==> config.mk <==
export PLATFORM = sky130hd
export DESIGN_NAME = mem_port_arbiter
export DESIGN_NICKNAME = d
export VERILOG_FILES = /design/src/rtl/mem_port_arbiter_pkg.sv /design/src/rtl/mem_port_arbiter_wait_timer.sv /design/src/rtl/mem_port_arbiter.sv
export SDC_FILE = /design/constraint.sdc
export NUM_CORES = 1
export LEC_CHECK = 0
export BUFFER_PORTS_ARGS = -buffer_cell sky130_fd_sc_hd__clkbuf_2
export CAP_MARGIN = 0
export CORE_MARGIN = 10
export CORE_UTILIZATION = 44
export DETAILED_ROUTE_END_ITERATION = 6
export GPL_ROUTABILITY_DRIVEN = 1
export PLACE_DENSITY = 0.9
export SYNTH_ARGS = -nofsm -noshare
export SYNTH_HDL_FRONTEND = slang
export SYNTH_SLANG_ARGS = --single-unit
export TNS_END_PERCENT = 1
==> constraint.sdc <==
create_clock -name clk -period 2.05 [get_ports clk]
set_input_delay 0.205 -clock clk [delete_from_list [all_inputs] [get_ports clk]]
set_output_delay 0.205 -clock clk [all_outputs]
set_load 0.01 [all_outputs]
==> src/rtl/mem_port_arbiter_pkg.sv <==
// Shared types and constants for the IF/LS memory-port arbiter.
package mem_port_arbiter_pkg;

  localparam int XLEN_DEFAULT = 32;

  localparam logic GNT_IF = 1'b0;
  localparam logic GNT_LS = 1'b1;

  typedef enum logic [1:0] {
    IDLE,
    ISSUE,
    RESP
  } arb_state_e;

endpackage

==> src/rtl/mem_port_arbiter_wait_timer.sv <==
// Saturating wait counter for the ISSUE state; expired flags the last allowed cycle.
module arb_wait_timer
  import mem_port_arbiter_pkg::*;
#(
  parameter int TIMEOUT = 16
) (
  input  logic clk,
  input  logic rst,
  input  logic clr,
  input  logic en,
  output logic expired
);

  localparam int CW = (TIMEOUT > 1) ? $clog2(TIMEOUT) : 1;
  localparam logic [CW-1:0] LAST = CW'(TIMEOUT - 1);

  logic [CW-1:0] cnt_q, cnt_d;

  // Holds at LAST instead of wrapping so a stalled ISSUE can never re-arm.
  always_comb begin
    cnt_d = cnt_q;
    if (clr) begin
      cnt_d = '0;
    end else if (en && (cnt_q != LAST)) begin
      cnt_d = cnt_q + CW'(1);
    end
  end

  always_ff @(posedge clk) begin
    if (rst) begin
      cnt_q <= '0;
    end else begin
      cnt_q <= cnt_d;
    end
  end

  assign expired = (cnt_q == LAST);

endmodule

==> src/rtl/mem_port_arbiter.sv <==
// Round-robin arbiter sharing one memory port between instruction fetch and load/store.
//   state | meaning
//   IDLE  | wait for a request, latch the winner's address/data/we
//   ISSUE | drive mem_req with latched values until mem_ready or timeout
//   RESP  | done pulse visible, last_grant updated, back to IDLE
module mem_port_arbiter
  import mem_port_arbiter_pkg::*;
#(
  parameter int XLEN    = XLEN_DEFAULT,
  parameter int TIMEOUT = 16
) (
  input  logic            clk,
  input  logic            rst,
  input  logic            if_req,
  input  logic [XLEN-1:0] if_addr,
  input  logic            ls_req,
  input  logic [XLEN-1:0] ls_addr,
  input  logic [XLEN-1:0] ls_wdata,
  input  logic            ls_we,
  output logic            if_done,
  output logic            ls_done,
  output logic [XLEN-1:0] rdata,
  output logic            err,
  output logic            mem_req,
  output logic [XLEN-1:0] mem_addr,
  output logic [XLEN-1:0] mem_wdata,
  output logic            mem_we,
  output logic            mem_sel,
  input  logic            mem_ready,
  input  logic [XLEN-1:0] mem_rdata
);

  arb_state_e      state_q;
  logic            grant_q, last_grant_q;
  logic            mem_req_q, mem_we_q, if_done_q, ls_done_q, err_q;
  logic [XLEN-1:0] addr_q, wdata_q, rdata_q;
  logic            win_ls, expired;

  // LS wins when alone, or when both ask and IF was served last.
  assign win_ls = ls_req && (!if_req || (last_grant_q == GNT_IF));

  arb_wait_timer #(.TIMEOUT(TIMEOUT)) u_timer (
    .clk     (clk),
    .rst     (rst),
    .clr     (state_q != ISSUE),
    .en      (state_q == ISSUE),
    .expired (expired)
  );

  always_ff @(posedge clk) begin
    if (rst) begin
      state_q      <= IDLE;
      grant_q      <= GNT_IF;
      last_grant_q <= GNT_LS;
      mem_req_q    <= 1'b0;
      mem_we_q     <= 1'b0;
      if_done_q    <= 1'b0;
      ls_done_q    <= 1'b0;
      err_q        <= 1'b0;
      addr_q       <= '0;
      wdata_q      <= '0;
      rdata_q      <= '0;
    end else begin
      if_done_q <= 1'b0;
      ls_done_q <= 1'b0;
      case (state_q)
        IDLE: begin
          if (if_req || ls_req) begin
            grant_q   <= win_ls ? GNT_LS : GNT_IF;
            addr_q    <= win_ls ? ls_addr : if_addr;
            wdata_q   <= win_ls ? ls_wdata : '0;
            mem_we_q  <= win_ls && ls_we;
            mem_req_q <= 1'b1;
            err_q     <= 1'b0;
            state_q   <= ISSUE;
          end
        end
        ISSUE: begin
          // A response on the final allowed cycle still counts as success.
          if (mem_ready || expired) begin
            mem_req_q <= 1'b0;
            err_q     <= !mem_ready;
            rdata_q   <= mem_ready ? mem_rdata : '0;
            if_done_q <= (grant_q == GNT_IF);
            ls_done_q <= (grant_q == GNT_LS);
            state_q   <= RESP;
          end
        end
        RESP: begin
          last_grant_q <= grant_q;
          state_q      <= IDLE;
        end
        default: state_q <= IDLE;
      endcase
    end
  end

  assign if_done   = if_done_q;
  assign ls_done   = ls_done_q;
  assign rdata     = rdata_q;
  assign err       = err_q;
  assign mem_req   = mem_req_q;
  assign mem_addr  = addr_q;
  assign mem_wdata = wdata_q;
  assign mem_we    = mem_we_q;
  assign mem_sel   = grant_q;

endmodule

# After elaboration in Yosys (flattened, before gate mapping)
# Index checks and enable logic that the tools add are counted.
# totals
reg_bits,109
in_bits,134
output_inout_bits,102
elab_cells,53
# op_classes
n_addsub,1
n_eq_ne,7
n_mux,13
bitwise,4
reduce_logical,16
# ops
cell,n
32-bit 2-to-1 mux,3
2-bit AND reduction,3
1-bit 2-to-1 mux,5
4-bit by 1-bit adder with 4-bit output (second input constant),1
4-bit == test (second input constant),1
2-bit 2-to-1 mux,2
2-bit != test (second input constant),2
4-bit != test (second input constant),1
1-bit inverter,4
1-bit one-hot mux with 2 select lines,2
2-bit one-hot mux with 2 select lines,1
1-bit logical AND,3
1-bit logical OR,3
3-bit AND reduction,1
3-bit OR reduction,1
2-bit by 1-bit == test with 1-bit output (second input constant),1
2-bit == test (second input constant),1
1-bit zero test,2
2-bit zero test,1
2-bit by 1-bit != test with 1-bit output (second input constant),1
2-bit nonzero test,1
2-bit OR reduction,1

# Longest topological paths before layout
# Gate-level depths: netlist (run 1).
# depth
ltp_word,4
depth_mapped,6
ltp_nobuf,4

# Hierarchy
# Synthesis (run 1) repeated with hierarchy kept, for this count alone.
# unflattened
cells_unflattened,453
hier_area_um2,4342.9
# modules_own_cells
module,n_inst,cells_each,area_per_inst_um2
mem_port_arbiter,1,431,4131.5
arb_wait_timer,1,22,211.5

# Least setup slack after synthesis (run 1)
# Ideal clock, no wire load.
# synth_path
path_kind,register to register
from,reg u_timer.cnt_q[0]
to,"reg rdata_q[16], in the netlist rdata[16]"
setup_time_ns,0.070
arrival_time_ns,1.382
required_time_ns,1.980
path_slack_ns,0.598
stages_incl_launch_ff,6
period_less_slack_ns,1.452
cell_sequence,dfxtp_1 ha_1 a31oi_2 clkbuf_1 o21ai_0 a21oi_1
# synth_between
elab_chain_len,3
# synth_lines
element,line_no,rtl
from (decl),mem_port_arbiter_wait_timer.sv:17,"logic [CW-1:0] cnt_q, cnt_d;"
from (signal assigned),mem_port_arbiter_wait_timer.sv:33,cnt_q <= cnt_d;
4-bit == test,mem_port_arbiter_wait_timer.sv:37,assign expired = (cnt_q == LAST);
1-bit logical OR,mem_port_arbiter.sv:80,if (mem_ready || expired) begin
2-bit AND reduction (no source line),--,
to (signal assigned),mem_port_arbiter.sv:83,rdata_q <= mem_ready ? mem_rdata : '0;
to (decl),mem_port_arbiter.sv:36,"logic [XLEN-1:0] addr_q, wdata_q, rdata_q;"
# Every way passes these cells.
# A chain may end at the register's enable or synchronous reset.

# Final worst setup path (run 1)
# layout_path
from,reg u_timer.cnt_q[0]
to,"reg ls_done_q, in the netlist ls_done"
# layout_between
elab_chain_len,4
# layout_lines
element,line_no,rtl
4-bit == test,mem_port_arbiter_wait_timer.sv:37,
1-bit logical OR,mem_port_arbiter.sv:80,
1-bit inverter (no source line),--,
3-bit OR reduction (no source line),--,
to (signal assigned),mem_port_arbiter.sv:85,ls_done_q <= (grant_q == GNT_LS);
to (decl),mem_port_arbiter.sv:35,"logic mem_req_q, mem_we_q, if_done_q, ls_done_q, err_q;"
# Every way passes these cells.

==> flow_metrics.py, run 1 <==
metrics = {
    "power": {
        "leakage_nw": 2.63,
        "switching_share": 0.271,
        "clkPwrFrac": 0.321,
        "total_power_w": 0.00472,
        "pwr-share-comb": 0.182,
        "p_sw_w": 0.00128,
        "p_seq_frac": 0.497,
        "power_density_nw_per_um2": 820,
        "peakVddDrop_v": 0.000434,
        "p_int_w": 0.00344,
    },
    "die": {
        "ios": 236,
        "die_x_um": 119,
        "design.die.area_um2": 14200,
        "core_area_um2": 9680,
        "rows": 36,
        "start_util": 0.446,
        "fp.dieH_um": 119,
    },
    "drt": {
        "wl_per_cell_um": 17.4,
        "drt-initial-drc-count": 338,
        "antenna_left": 0,
        "via_per_inst": 5.20,
        "totalWireLength_um": 13900,
        "vias": 4174,
        "drtPass1Iterations": 4,
        "post-route-drc-count": 0,
    },
    "clock_tree": {
        "worstSkewPairLatency_ns": 0.36,
        "cts_tree": "yes",
        "cts.sinks": 109,
        "cts_resized": 0,
        "root_buffer": "clkbuf_8",
        "htree_levels": 3,
        "clkTransAtPathRegs_ns": 0.10,
        "clockBufferDepth": 2,
        "cts_setup_buffers": 0,
        "numCtsBuffers": 9,
        "ctsHoldBuffers": 0,
    },
    "synthesis": {
        "netlist_area_um2": 4320,
        "yosys_warnings": 0,
        "ys_types": 38,
        "ys_ff_latch": 109,
        "avgSynthCellArea_um2": 9.65,
        "seq_area_frac_synth": 0.505,
        "synth_fp_nets": 583,
        "syn_inst": 448,
    },
    "setup_path": {
        "cp-start-kind": "flip-flop",
        "reg2reg_from": "u_timer.cnt_q[0]",
        "reg2reg_depth": 5,
        "required_ns": 2.30,
        "rrSetupSlack_ns": 0.49,
        "r2r_end": "ls_done",
        "path_class": "flip-flop to flip-flop",
        "crit_fanout": 37,
        "worstPathArrival_ns": 1.81,
        "cp-end-kind": "flip-flop",
    },
    "place": {
        "place_ws_ns": 0.414,
        "gp_congestion": 0.800,
        "port_buffers": 235,
        "placed_cell_area_um2": 5510,
        "post-dp-hpwl_um": 10700,
    },
    "sta": {
        "whs_ns": 0.0524,
        "setup_tns_ns": 0,
        "hold_violations": 0,
        "clock_skew_ns": 0.0131,
        "rsz0062_at_grt": "no",
        "tightest_slew_ns": 0.506,
        "max-slew-margin-rel": 0.662,
        "period_share": 0.759,
        "setup-violations-final": 0,
        "slew_viol_final": 0,
        "fin_ws_ns": 0.493,
        "max_freq_mhz": 642,
        "period_needed_ns": 1.56,
    },
    "global_route": {
        "grt-ovfl-total": 0,
        "grt_max_degree": 38,
        "grt_usage": 0.187,
        "grt_first_pass_wirelength_um": 22200,
        "grt_pass1_vias": 4403,
        "antenna_found_initial": 0,
    },
    "job": {
        "maxCapViolations": 0,
    },
    "final_layout": {
        "finish.instance_area_um2": 5750,
        "antenna_cells": 0,
        "layout-drive-gt1-share": 0.448,
        "areaGrowthSynthToFinish_pct": 33.0,
        "nNetsFinal": 799,
        "layout_common_cells": "clkbuf_2, dfxtp_1, nand2_1",
        "final_common_cell": "clkbuf_2",
    },
    "hold_path": {
        "holdPathEnd": "rdata[28]",
        "hold_path.class": "input port to flip-flop",
        "hold_start": "mem_rdata[28]",
        "hold_depth": 3,
    },
    "outcome": {
        "status": "complete, no violations",
    },
}
==> critical path, cell delays in order, from the launching register on <==
cell and delay (ns):
dfxtp_1 0.36, ha_1 0.27, a31oi_2 0.19, buf_4 0.35, nor3_1 0.12, and2_1 0.17
==> Yosys cell counts <==
cell,n,share of area
dfxtp_1,109,0.50
nand2_1,98,0.085
a21oi_1,67,0.078
a22o_1,33,0.067
a311oi_2,30,0.10
o21ai_0,30,0.035
clkbuf_1,20,0.017
buf_6,11,0.029
buf_2,8,0.0093
nor3_1,4,0.0046
o21ai_1,4,0.0046
buf_1,3,0.0026
a311oi_1,2,0.0041
and3b_1,2,0.0041
nand2b_1,2,0.0029
nand3_1,2,0.0023
nor2b_1,2,0.0029
a2111oi_0,1,0.0020
a211o_1,1,0.0020
a21bo_1,1,0.0023
a21bo_2,1,0.0023
a21boi_2,1,0.0026
a21oi_2,1,0.0020
a31oi_1,1,0.0014
a31oi_2,1,0.0029
and2_1,1,0.0014
and2_4,1,0.0020
clkbuf_2,1,0.0012
ha_1,1,0.0029
mux2i_1,1,0.0023
nand3b_1,1,0.0017
nor2_1,1,0.00087
nor2_2,1,0.0014
nor4_1,1,0.0014
nor4_4,1,0.0049
o21bai_1,1,0.0017
or2_1,1,0.0014
xnor2_1,1,0.0020
==> logic make-up (layout without fill, tap and decap cells) <==
| kind of cell | Yosys count | after routing | share of synthesized area |
|---|---|---|---|
| and+or+nand+nor | 118 | 118 | 0.117 |
| buffers and inverters | 43 | 264 | 0.0591 |
| xor gates and xnor gates | 1 | 1 | 0.00203 |
| DFF | 109 | 109 | 0.505 |
| muxes | 1 | 1 | 0.00232 |
| AOI/OAI and AO/OA | 175 | 175 | 0.312 |
| adders and majority gates | 1 | 1 | 0.00289 |
==> power groups by stage <==
stage / Combinational, W / Sequential [W] / Clock, W
global placement: 0.000834 / 0.00238 / 0
finish: 0.000857 / 0.00234 / 0.00151
detailed placement: 0.000866 / 0.00239 / 0
floorplan: 0.000459 / 0.00244 / 0
CTS: 0.000869 / 0.00234 / 0.00155
global route: 0.000944 / 0.00236 / 0.00161
==> how the worst max path moves through the flow <==
| stage | startpoint | to | slack (ns) | depth (start not counted) |
|---|---|---|---|---|
| 2_1_floorplan | u_timer.cnt_q[0] | rdata[16] | 0.60 | 5 |
| 3_3_place_gp | if_req | mem_addr[21] | 0.48 | 4 |
| 5_1_grt | u_timer.cnt_q[0] | rdata[21] | 0.37 | 5 |
| 6_report | u_timer.cnt_q[0] | ls_done | 0.49 | 5 |
| 4_1_cts | u_timer.cnt_q[0] | ls_done | 0.50 | 5 |
| 3_5_place_dp | if_req | mem_addr[8] | 0.41 | 4 |
==> through the flow <==
step | std cells | utilization
finish | 802 | 0.594
floorplan | 448 | -
global route | 802 | 0.594
global placement | 786 | 0.569
detailed placement | 786 | 0.569
CTS | 802 | 0.594
==> registers in the layout, summed over array words and instances (netlist names), 2 cells and up <==
signal / count
rdata: 32
mem_addr: 32
u_timer.cnt_q: 4
state_q: 2
mem_wdata: 32
==> final cells by class <==
| type | instances | area [um^2] |
|---|---|---|
| flip-flops and latches | 109 | 2180 |
| well taps | 133 | 166 |
| multi-input cells | 296 | 1880 |
| clock inverters | 6 | 111 |
| repair buffers | 248 | 1280 |
| clock buffers | 10 | 128 |
| fillers | 823 | 3940 |
==> layer usage <==
metal,GRT usage,wire length [um],vias to the layer above
met1,0.212,5310,1920
li1,-,-,2038
met5,0,0,-
met2,0.315,6990,193
met4,0.0756,306,0
met3,0.0652,1320,23
Note: power is estimated with default switching activity, not from simulation.
==> run 2, diff against run 1 <==
- CORE_UTILIZATION: 44 -> 40
- PLACE_DENSITY: 0.9 -> 0.87
- clock period: 2.05 -> 1.35 ns (I/O delays scaled with it)
==> flow_metrics.py, run 2 (same netlist as run 1, synthesis figures left out) <==
metrics = {
    "die": {
        "die_x_um": 124,
        "rows": 37,
        "start_util": 0.415,
        "core_area_um2": 10400,
        "fp.dieH_um": 124,
        "design.die.area_um2": 15400,
        "ios": 236,
    },
    "power": {
        "p_sw_w": 0.00204,
        "peakVddDrop_v": 0.000847,
        "pwr-share-comb": 0.224,
        "leakage_nw": 2.99,
        "switching_share": 0.286,
        "total_power_w": 0.00711,
        "power_density_nw_per_um2": 1080,
        "clkPwrFrac": 0.277,
        "p_int_w": 0.00508,
        "p_seq_frac": 0.498,
    },
    "sta": {
        "whs_ns": 0.0293,
        "setup-violations-final": 0,
        "period_share": 0.959,
        "slew_viol_final": 0,
        "tightest_slew_ns": 0.341,
        "max_freq_mhz": 772,
        "hold_violations": 0,
        "max-slew-margin-rel": 0.773,
        "period_needed_ns": 1.30,
        "clock_skew_ns": 0.00826,
    },
    "final_layout": {
        "multi_input_area_um2": 1920,
        "nNetsFinal": 878,
        "antenna_cells": 0,
        "layout_common_cells": "clkbuf_2, dfxtp_1, nand2_1",
        "regArea_um2": 2180,
        "finish.instance_area_um2": 6620,
        "layout-drive-gt1-share": 0.424,
        "final_common_cell": "clkbuf_2",
        "areaGrowthSynthToFinish_pct": 53.1,
        "nFillCells": 856,
    },
    "drt": {
        "drtPass1Iterations": 4,
        "wl_met1_um": 5720,
        "met3_length_um": 1700,
        "wl_per_cell_um": 17.9,
        "totalWireLength_um": 15800,
        "vias": 4547,
        "drt-initial-drc-count": 310,
        "post-route-drc-count": 0,
        "via_per_inst": 5.14,
        "antenna_left": 0,
        "wl_met2_um": 7810,
        "dr.max_layer_used": "met4",
    },
    "clock_tree": {
        "htree_levels": 3,
        "cts_setup_buffers": 0,
        "root_buffer": "clkbuf_8",
        "cts_tree": "yes",
        "cts.sinks": 109,
        "clkTransAtPathRegs_ns": 0.10,
        "clockBufferDepth": 2,
        "numCtsBuffers": 9,
        "worstSkewPairLatency_ns": 0.36,
    },
    "global_route": {
        "antenna_found_initial": 0,
        "grt_pass1_vias": 4615,
        "grt-ovfl-total": 0,
        "grt_usage": 0.195,
        "grt_max_degree": 42,
        "grt_first_pass_wirelength_um": 23900,
    },
    "setup_path": {
        "worstPathArrival_ns": 1.60,
        "cp-end-kind": "flip-flop",
        "required_ns": 1.65,
        "path_class": "flip-flop to flip-flop",
        "crit_fanout": 33,
        "cp-start-kind": "flip-flop",
    },
    "place": {
        "gp_congestion": 0.812,
        "port_buffers": 235,
        "post-dp-hpwl_um": 10800,
        "placed_cell_area_um2": 5690,
    },
    "hold_path": {
        "hold_path.class": "input port to flip-flop",
    },
    "outcome": {
        "status": "complete, no violations",
    },
    "job": {
        "maxCapViolations": 0,
    },
}
## run 2: changes by cell type in the layout (fill, tap and decap cells not counted), moves of 2 or more
cell / change
dfxtp_2: +2
buf_12: +8
bufinv_16: -2
dfxtp_1: -2
dlygate4sd3_1: +67
buf_6: +2
## run 2: final timing paths
path         slack [ns]           end  cells after the start       start
max                0.05  mem_wdata[9]                      4  state_q[1]
min                0.03   mem_addr[0]                      3  ls_addr[0]
max reg2reg        0.05  mem_wdata[9]                      4  state_q[1]
min reg2reg        0.48     rdata[19]                      2   rdata[19]
## run 2: final cells by class
cell class / count / share of cell area
flip-flops and latches: 109 / 0.330
repair buffers: 326 / 0.324
multi-input cells: 297 / 0.290
well taps: 136 / 0.0257
clock buffers: 10 / 0.0193
clock inverters: 6 / 0.0108
## run 2: routing by layer
metal,track usage,vias to the layer above
li1,-,2200
met1,0.204,2084
met2,0.341,221
met3,0.0756,42
met4,0.0899,0
met5,0,-
## run 2: what timing repair did
action,in CTS,in global routing
gates resized for setup,1,14
endpoints found under the setup margin,32,93
hold endpoints to repair,66,0
cloned,1,0
hold buffers,67,0
pin swaps,0,3
## run 2: critical path, stage by stage (launching register included)
cell and delay, ns:
dfxtp_2 0.35, buf_4 0.15, nor4_4 0.31, buf_12 0.23
a22o_1 0.19
## run 2: through the flow
stage,cells,setup slack (ns),TNS (ns),utilization
after detailed placement,800,-0.0746,-1.28,0.546
after global routing,884,-0.000749,-0.00142,0.635
after CTS,884,0.0120,0,0.631
after global placement,800,0.00986,0,0.546
after floorplan,448,-0.0377,-0.393,-
final,884,0.0549,0,0.635
## run 2: power by group through the flow
stage	combinational, W	clock [W]	sequential, W
global route	0.00173	0.00217	0.00357
floorplan	0.000698	0	0.00371
global placement	0.00138	0	0.00360
finish	0.00160	0.00197	0.00354
detailed placement	0.00141	0	0.00361
CTS	0.00158	0.00206	0.00354
